`src/rtl/morse_disp_pkg.sv`:
```
// Shared types and constants for the Morse display scheduler.
package morse_disp_pkg;

    typedef enum logic [1:0] {
        ST_IDLE,
        ST_ISSUE,
        ST_GAP
`ifdef MORSE_DISPLAY_CLEAR_EN
        , ST_CLEAR
`endif
    } state_t;

    localparam logic [7:0] ASCII_SPACE    = 8'h20;
    localparam int unsigned DISPLAY_DIGITS = 6;

endpackage

```
`src/rtl/morse_rr_arb2.sv`:
```
// Two-way round-robin arbiter: a lone requester always wins; on contention the
// requester that was not granted last wins.
module morse_rr_arb2 (
    input  logic [1:0] valid_i,
    input  logic       last_i,
    output logic [1:0] grant_o
);

    always_comb begin
        grant_o = valid_i;
        if (valid_i == 2'b11) begin
            grant_o = last_i ? 2'b01 : 2'b10;
        end
    end

endmodule

```
`src/rtl/morse_display_scheduler.sv`:
```
// Schedules characters from two requesters (plus an optional blank-all clear)
// onto a 6-digit display write port. Clear support: MORSE_DISPLAY_CLEAR_EN.
//   state | meaning
//   IDLE  | arbitrate: pending clear first, else round-robin requesters
//   ISSUE | one-cycle write strobe of the captured character
//   GAP   | GAP_CYCLES quiet cycles before the next grant
//   CLEAR | six consecutive strobes of a space
module morse_display_scheduler
    import morse_disp_pkg::*;
#(
    parameter int unsigned GAP_CYCLES = 16
) (
    input  logic       clk,
    input  logic       reset,
    input  logic       req0_valid,
    input  logic [7:0] req0_char,
    output logic       req0_ready,
    input  logic       req1_valid,
    input  logic [7:0] req1_char,
    output logic       req1_ready,
    input  logic       clear_req,
    output logic [7:0] ascii_char,
    output logic       char_valid,
    output logic       busy
);

    localparam logic [15:0] GAP_LOAD = 16'(GAP_CYCLES - 1);

    state_t      state_q, state_d;
    logic [15:0] cnt_q, cnt_d;
    logic        rr_last_q, rr_last_d;
    logic        char_valid_q, char_valid_d;
    logic [7:0]  ascii_q, ascii_d;
    logic [1:0]  grant;
    logic        clear_pend;
    logic        in_idle;

    morse_rr_arb2 u_arb (
        .valid_i ({req1_valid, req0_valid}),
        .last_i  (rr_last_q),
        .grant_o (grant)
    );

    assign in_idle = (state_q == ST_IDLE);

`ifdef MORSE_DISPLAY_CLEAR_EN
    localparam logic [15:0] CLR_LOAD = 16'(DISPLAY_DIGITS - 1);
    logic pend_q, pend_d;
    // A clear arriving in IDLE is served straight away, ahead of any requester.
    assign clear_pend = pend_q | clear_req;
    assign busy       = !in_idle | pend_q;
`else
    logic unused_clear_req;
    assign unused_clear_req = clear_req;
    assign clear_pend       = 1'b0;
    assign busy             = !in_idle;
`endif

    assign req0_ready = in_idle & ~clear_pend & grant[0];
    assign req1_ready = in_idle & ~clear_pend & grant[1];
    assign ascii_char = ascii_q;
    assign char_valid = char_valid_q;

    always_comb begin
        state_d      = state_q;
        cnt_d        = cnt_q;
        rr_last_d    = rr_last_q;
        char_valid_d = 1'b0;
        ascii_d      = ascii_q;
`ifdef MORSE_DISPLAY_CLEAR_EN
        pend_d       = pend_q;
`endif
        case (state_q)
            ST_IDLE: begin
`ifdef MORSE_DISPLAY_CLEAR_EN
                if (clear_pend) begin
                    state_d      = ST_CLEAR;
                    char_valid_d = 1'b1;
                    ascii_d      = ASCII_SPACE;
                    cnt_d        = CLR_LOAD;
                    pend_d       = 1'b0;
                end else
`endif
                if (|grant) begin
                    state_d      = ST_ISSUE;
                    char_valid_d = 1'b1;
                    ascii_d      = grant[1] ? req1_char : req0_char;
                    rr_last_d    = grant[1];
                end
            end
            ST_ISSUE: begin
                state_d = ST_GAP;
                cnt_d   = GAP_LOAD;
`ifdef MORSE_DISPLAY_CLEAR_EN
                if (clear_req) pend_d = 1'b1;
`endif
            end
            ST_GAP: begin
                if (cnt_q == 16'd0) begin
                    state_d = ST_IDLE;
                end else begin
                    cnt_d = cnt_q - 16'd1;
                end
`ifdef MORSE_DISPLAY_CLEAR_EN
                if (clear_req) pend_d = 1'b1;
`endif
            end
`ifdef MORSE_DISPLAY_CLEAR_EN
            // The counter tracks strobes still to go after the current one.
            ST_CLEAR: begin
                if (cnt_q == 16'd0) begin
                    state_d = ST_GAP;
                    cnt_d   = GAP_LOAD;
                end else begin
                    cnt_d        = cnt_q - 16'd1;
                    char_valid_d = 1'b1;
                end
            end
`endif
            default: state_d = ST_IDLE;
        endcase
    end

    always_ff @(posedge clk or posedge reset) begin
        if (reset) begin
            state_q      <= ST_IDLE;
            cnt_q        <= 16'd0;
            rr_last_q    <= 1'b1;
            char_valid_q <= 1'b0;
            ascii_q      <= ASCII_SPACE;
`ifdef MORSE_DISPLAY_CLEAR_EN
            pend_q       <= 1'b0;
`endif
        end else begin
            state_q      <= state_d;
            cnt_q        <= cnt_d;
            rr_last_q    <= rr_last_d;
            char_valid_q <= char_valid_d;
            ascii_q      <= ascii_d;
`ifdef MORSE_DISPLAY_CLEAR_EN
            pend_q       <= pend_d;
`endif
        end
    end

endmodule

```
`config.mk`:
```
export PLATFORM = sky130hd
export DESIGN_NAME = morse_display_scheduler
export DESIGN_NICKNAME = d
export VERILOG_FILES = /design/src/rtl/morse_disp_pkg.sv /design/src/rtl/morse_rr_arb2.sv /design/src/rtl/morse_display_scheduler.sv
export SDC_FILE = /design/constraint.sdc
export NUM_CORES = 1
export LEC_CHECK = 0
export CAP_MARGIN = 20
export CORE_AREA = 2 2 60 62
export CTS_BUF_LIST = sky130_fd_sc_hd__clkbuf_4 sky130_fd_sc_hd__clkbuf_8
export DETAILED_ROUTE_END_ITERATION = 10
export DIE_AREA = 0 0 62 64
export PLACE_DENSITY_LB_ADDON = 0.1
export SLEW_MARGIN = 10
export SYNTH_ARGS = -nofsm -noshare
export SYNTH_HDL_FRONTEND = slang
export SYNTH_SLANG_ARGS = --single-unit
```
`constraint.sdc`:
```
create_clock -name clk -period 2.31 [get_ports clk]
set_input_delay 0.693 -clock clk [delete_from_list [all_inputs] [get_ports clk]]
set_output_delay 0.693 -clock clk [all_outputs]
set_load 0.05 [all_outputs]
```
# Yosys cells after proc, flatten, opt, wreduce, memory -nomap -nowiden
# Cells that the tools add are included.
# totals
regBits	28
latch_bits	0
mem_bits_rw	0
rom_bits	0
input_bits	21
wordCells	32
memories	0
# classes
add_sub_neg	1
n_mul	0
n_div	0
order_cmp	0
n_eq_ne	6
shifts	0
mux	10
n_bitwise	2
n_reduce_logical	8
# ops
operator	n
$pmux W16 S2	1
$logic_not A16 Y1	1
$mux W16	1
$sub A16 B1 Y16 const B	1
$mux W2	4
$mux W8	1
$pmux W2 S3	1
$reduce_and A2 Y1	3
$eq A2 B2 Y1 const B	2
$ne A2 B2 Y1 const B	2
$and A1 B1 Y1	2
$eq A2 B1 Y1 const B	1
$logic_not A2 Y1	1
$mux W1	2
$ne A2 B1 Y1 const B	1
$reduce_bool A2 Y1	1
$reduce_or A2 Y1	1
$logic_not A1 Y1	1

# Depth between registers and ports, before layout
# logic_depth
word_depth	5
depth_mapped	7
mapped_depth_nobuf	6

# Hierarchy
# From an unflattened synthesis, not the netlist that was laid out.
# hier_totals
cells_unflattened	154
area_unflattened_um2	1525.2
# modules_own_cells
mod	n_inst	cells_each	area_per_inst_um2	seq_area_each_um2
morse_display_scheduler	1	151	1506.4	703.2
morse_rr_arb2	1	3	18.8	0.0

# Worst setup path after synthesis
# Ideal clock, no wire load.
# synth_timing
path_type	register to output
start	register state_q[0]
end	output req0_ready
t_arrival_ns	2.046
required_ns	1.617
slack_ns	-0.429
path_stages_with_launch	4
cell_sequence	dfrtp_1 -> nor2_1 -> inv_1 -> a211oi_1
# synth_via
elab_chain_len	2
# synth_lines
item	line	rtl
start, declared	morse_display_scheduler.sv:29	state_t state_q, state_d;
start signal, assigned	morse_display_scheduler.sv:135	state_q <= state_d;
$logic_not A2 Y1	morse_display_scheduler.sv:44	assign in_idle = (state_q == ST_IDLE);
$and A1 B1 Y1	morse_display_scheduler.sv:59	assign req0_ready = in_idle & ~clear_pend & grant[0];
end, declared	morse_display_scheduler.sv:17	output logic req0_ready,
# No other way between the ends.

# Worst setup path in the final report
# layout_timing
start	register ascii_q[3], in the netlist ascii_char[3]
end	output ascii_char[3]
# layout_rtl
item	line	rtl
start, declared	morse_display_scheduler.sv:33	logic [7:0] ascii_q, ascii_d;
start signal, assigned	morse_display_scheduler.sv:139	ascii_q <= ascii_d;
end, declared	morse_display_scheduler.sv:22	output logic [7:0] ascii_char,
# No word-level cell between the ends.

==> flow_metrics.env <==
export IMPL_use_met2=0.2930
export IMPL_finalCritPeriodShare=0.9605
export IMPL_wl_per_cell_microns=13.42
export IMPL_nets=202
export IMPL_async_flop_share=1.000
export IMPL_crit_family="buffers and inverters"
export IMPL_path_buf_inv=1
export IMPL_drc=0
export IMPL_cts_setup_buffers=0
export IMPL_rsz0062_at_grt="false"
export IMPL_yosysMostFrequentCell="dfrtp_1"
export IMPL_start_util=0.4370
export IMPL_cp_start_kind="flop"
export IMPL_path_cells="clkdlybuf4s50_1"
export IMPL_htree_levels=1
export IMPL_synthTopCellsByCount="26 x dfrtp_1, 18 x mux2i_1, 15 x nand2_1"
export IMPL_overflow=0
export IMPL_dr_first_iter_drc_count=32
export IMPL_tightest_slew_ps=563.2
export IMPL_drive_gt1_frac=0.1629
export IMPL_hp_class="reg2reg"
export IMPL_drv_slew=0
export IMPL_syn_nets=161
export IMPL_floorplan_rows=21
export IMPL_wl_mm=3.005
export IMPL_antenna_found_initial=0
export IMPL_synth_edf_count=0
export IMPL_insertion_delay_ps=330
export IMPL_area_delta_synth_final_pct=32.87
export IMPL_maxSlewHeadroom=0.6245
export IMPL_crit_fanout=2
export IMPL_ys_flop_type="dfrtp_1"
export IMPL_max_freq_mhz=450.7
export IMPL_hold_slack_ps=513.5
export IMPL_cts_buffers=3
export IMPL_vias_per_cell=5.188
export IMPL_vias=1162
export IMPL_dr_pass1_iters=4
export IMPL_syn_area_sq_um=1435
export IMPL_setup_viol=0
export IMPL_fin_crit_ps=2219
export IMPL_synth_area_leaders="dfrtp_1 45%, mux2i_1 13%, nand2_1 3.9%"
export IMPL_path_clk_slew_ps=150
export IMPL_cap_viol_max_count=0
export IMPL_clock_sinks=28
export IMPL_ys_ff_latch=28
export IMPL_num_io_pins=33
export IMPL_cp_arrival_ps=1530
export IMPL_final_util=0.5806
export IMPL_power_leakage_nw=0.8587
export IMPL_busiest_layer="met2"
export IMPL_globalplace_congestion=0.7991
export IMPL_worstPathRequired_ps=1620
export IMPL_core_area_sq_um=3284
export IMPL_syn_instance_count=139
export IMPL_antennaDiodeCount=0
export IMPL_synth_top_area_cell="dfrtp_1"
export IMPL_grt_pass1_vias=1225
export IMPL_globalRouteMet1Util=0.2104
export IMPL_clockBufferDepth=2
export IMPL_io_buffers=31
export IMPL_cp_slowest_cell="clkdlybuf4s50_1"
export IMPL_ant_nets=0
export IMPL_critPathKind="reg2out"
export IMPL_grt_max_degree=19
export IMPL_synth_top_area_share=0.4534
export IMPL_outcome="complete, no violations"
export IMPL_yosysUniqueCellTypes=37
export IMPL_grt_use_total=0.1756
export IMPL_dieHeight_microns=64
export IMPL_dp_hpwl_mm=2.362
export IMPL_fin_skew_ps=7.125
export IMPL_fp_dieArea_sq_um=3968
export IMPL_hold_violations=0
export IMPL_syn_avg_cell_area_sq_um=10.32
export IMPL_peakVddDrop_uv=752.7
export IMPL_power_per_cell_area_nw_per_um2=1042
export IMPL_max_stage_delay_ps=810
export IMPL_use_met3=0.04049
export IMPL_end_kind="output pin"
export IMPL_fp_dieW_microns=62
export IMPL_seq_area_frac_synth=0.4900
export IMPL_cts_hold_buf=0
export IMPL_clockRootBuffer="clkbuf_4"
export IMPL_synth_warnings=0
export IMPL_cts_tree="done"
export IMPL_grt_pass1_wl_mm=5.230
==> per-stage QoR <==
stage	cell area, sq um	setup TNS [ps]	cells	total power, W	worst slack (ps)
final	1907	0	224	0.001987	91.20
after global routing	1907	0	224	0.002127	12.12
after CTS	1904	0	224	0.002004	29.87
after detailed placement	1869	-250.6	221	0.001784	-128.6
after global placement	1869	-210.7	221	0.001759	-120.6
after floorplan	1443	0	139	0.001436	54.11
==> final cells by class <==
class	count	area, sq um
tap	46	57.56
sequential	28	703.2
timing repair buffer	40	394.1
inverter	8	30.03
fill	297	1378
multi-input combinational	99	699.4
clock buffer	3	22.52
==> state kept, by name, summed over array words and instances (netlist names) <==
| name | count |
|---|---|
| cnt_q | 16 |
| state_q | 2 |
| char_valid | 1 |
| rr_last_q | 1 |
| ascii_char | 8 |
==> layer usage <==
layer,wire length (microns),part of all wire,vias to the layer above
met5,0,0,-
met4,61,0.020,0
met3,132,0.044,5
met2,1552,0.52,27
met1,1258,0.42,553
li1,-,-,577
==> where the power goes <==
part	internal [W]	total [W]	switching, W
Clock	0.0000614	0.000204	0.000143
Combinational	0.000368	0.00105	0.000679
Sequential	0.000632	0.000736	0.000104
==> timing repair <==
action	in CTS	in global routing
endpoints found under the hold margin	0	0
setup endpoints to repair	2	1
pin swaps	1	0
resized for setup	6	1
==> path summary, 6_finish.rpt <==
check | start | endpoint | slack [ps] | cells after the start
hold reg to reg | ascii_char[5] | ascii_char[5] | 510 | 2
setup reg to reg | cnt_q[0] | cnt_q[12] | 300 | 7
setup / recovery | ascii_char[3] | ascii_char[3] | 90 | 1
max in group asynchronous | reset | ascii_char[5] | 1400 | 3
hold / removal | ascii_char[5] | ascii_char[5] | 510 | 2
min in group asynchronous | reset | cnt_q[3] | 660 | 3
==> layout by cell type (no fill, tap or decap), types with 2 or more instances in the layout <==
master / count
a211oi_1: 3
a21oi_1: 10
a31oi_1: 3
buf_12: 2
buf_4: 10
clkbuf_4: 3
clkdlybuf4s50_1: 25
dfrtp_1: 26
dfstp_2: 2
dlygate4sd2_1: 2
inv_1: 8
mux2i_1: 18
nand2_1: 15
nand3_1: 3
nand4_1: 2
nand4b_1: 2
nor2_1: 13
nor3_1: 5
nor4_1: 2
o21a_1: 2
==> cell families after synthesis <==
kind of cell	share of synthesized area
simple gates	0.2127
flops	0.4900
compound gates	0.1203
mux	0.1255
buf+inv	0.03662
xor+xnor	0.006104
fa+ha+maj	0.008717
Power figures use the tool's default switching activity.
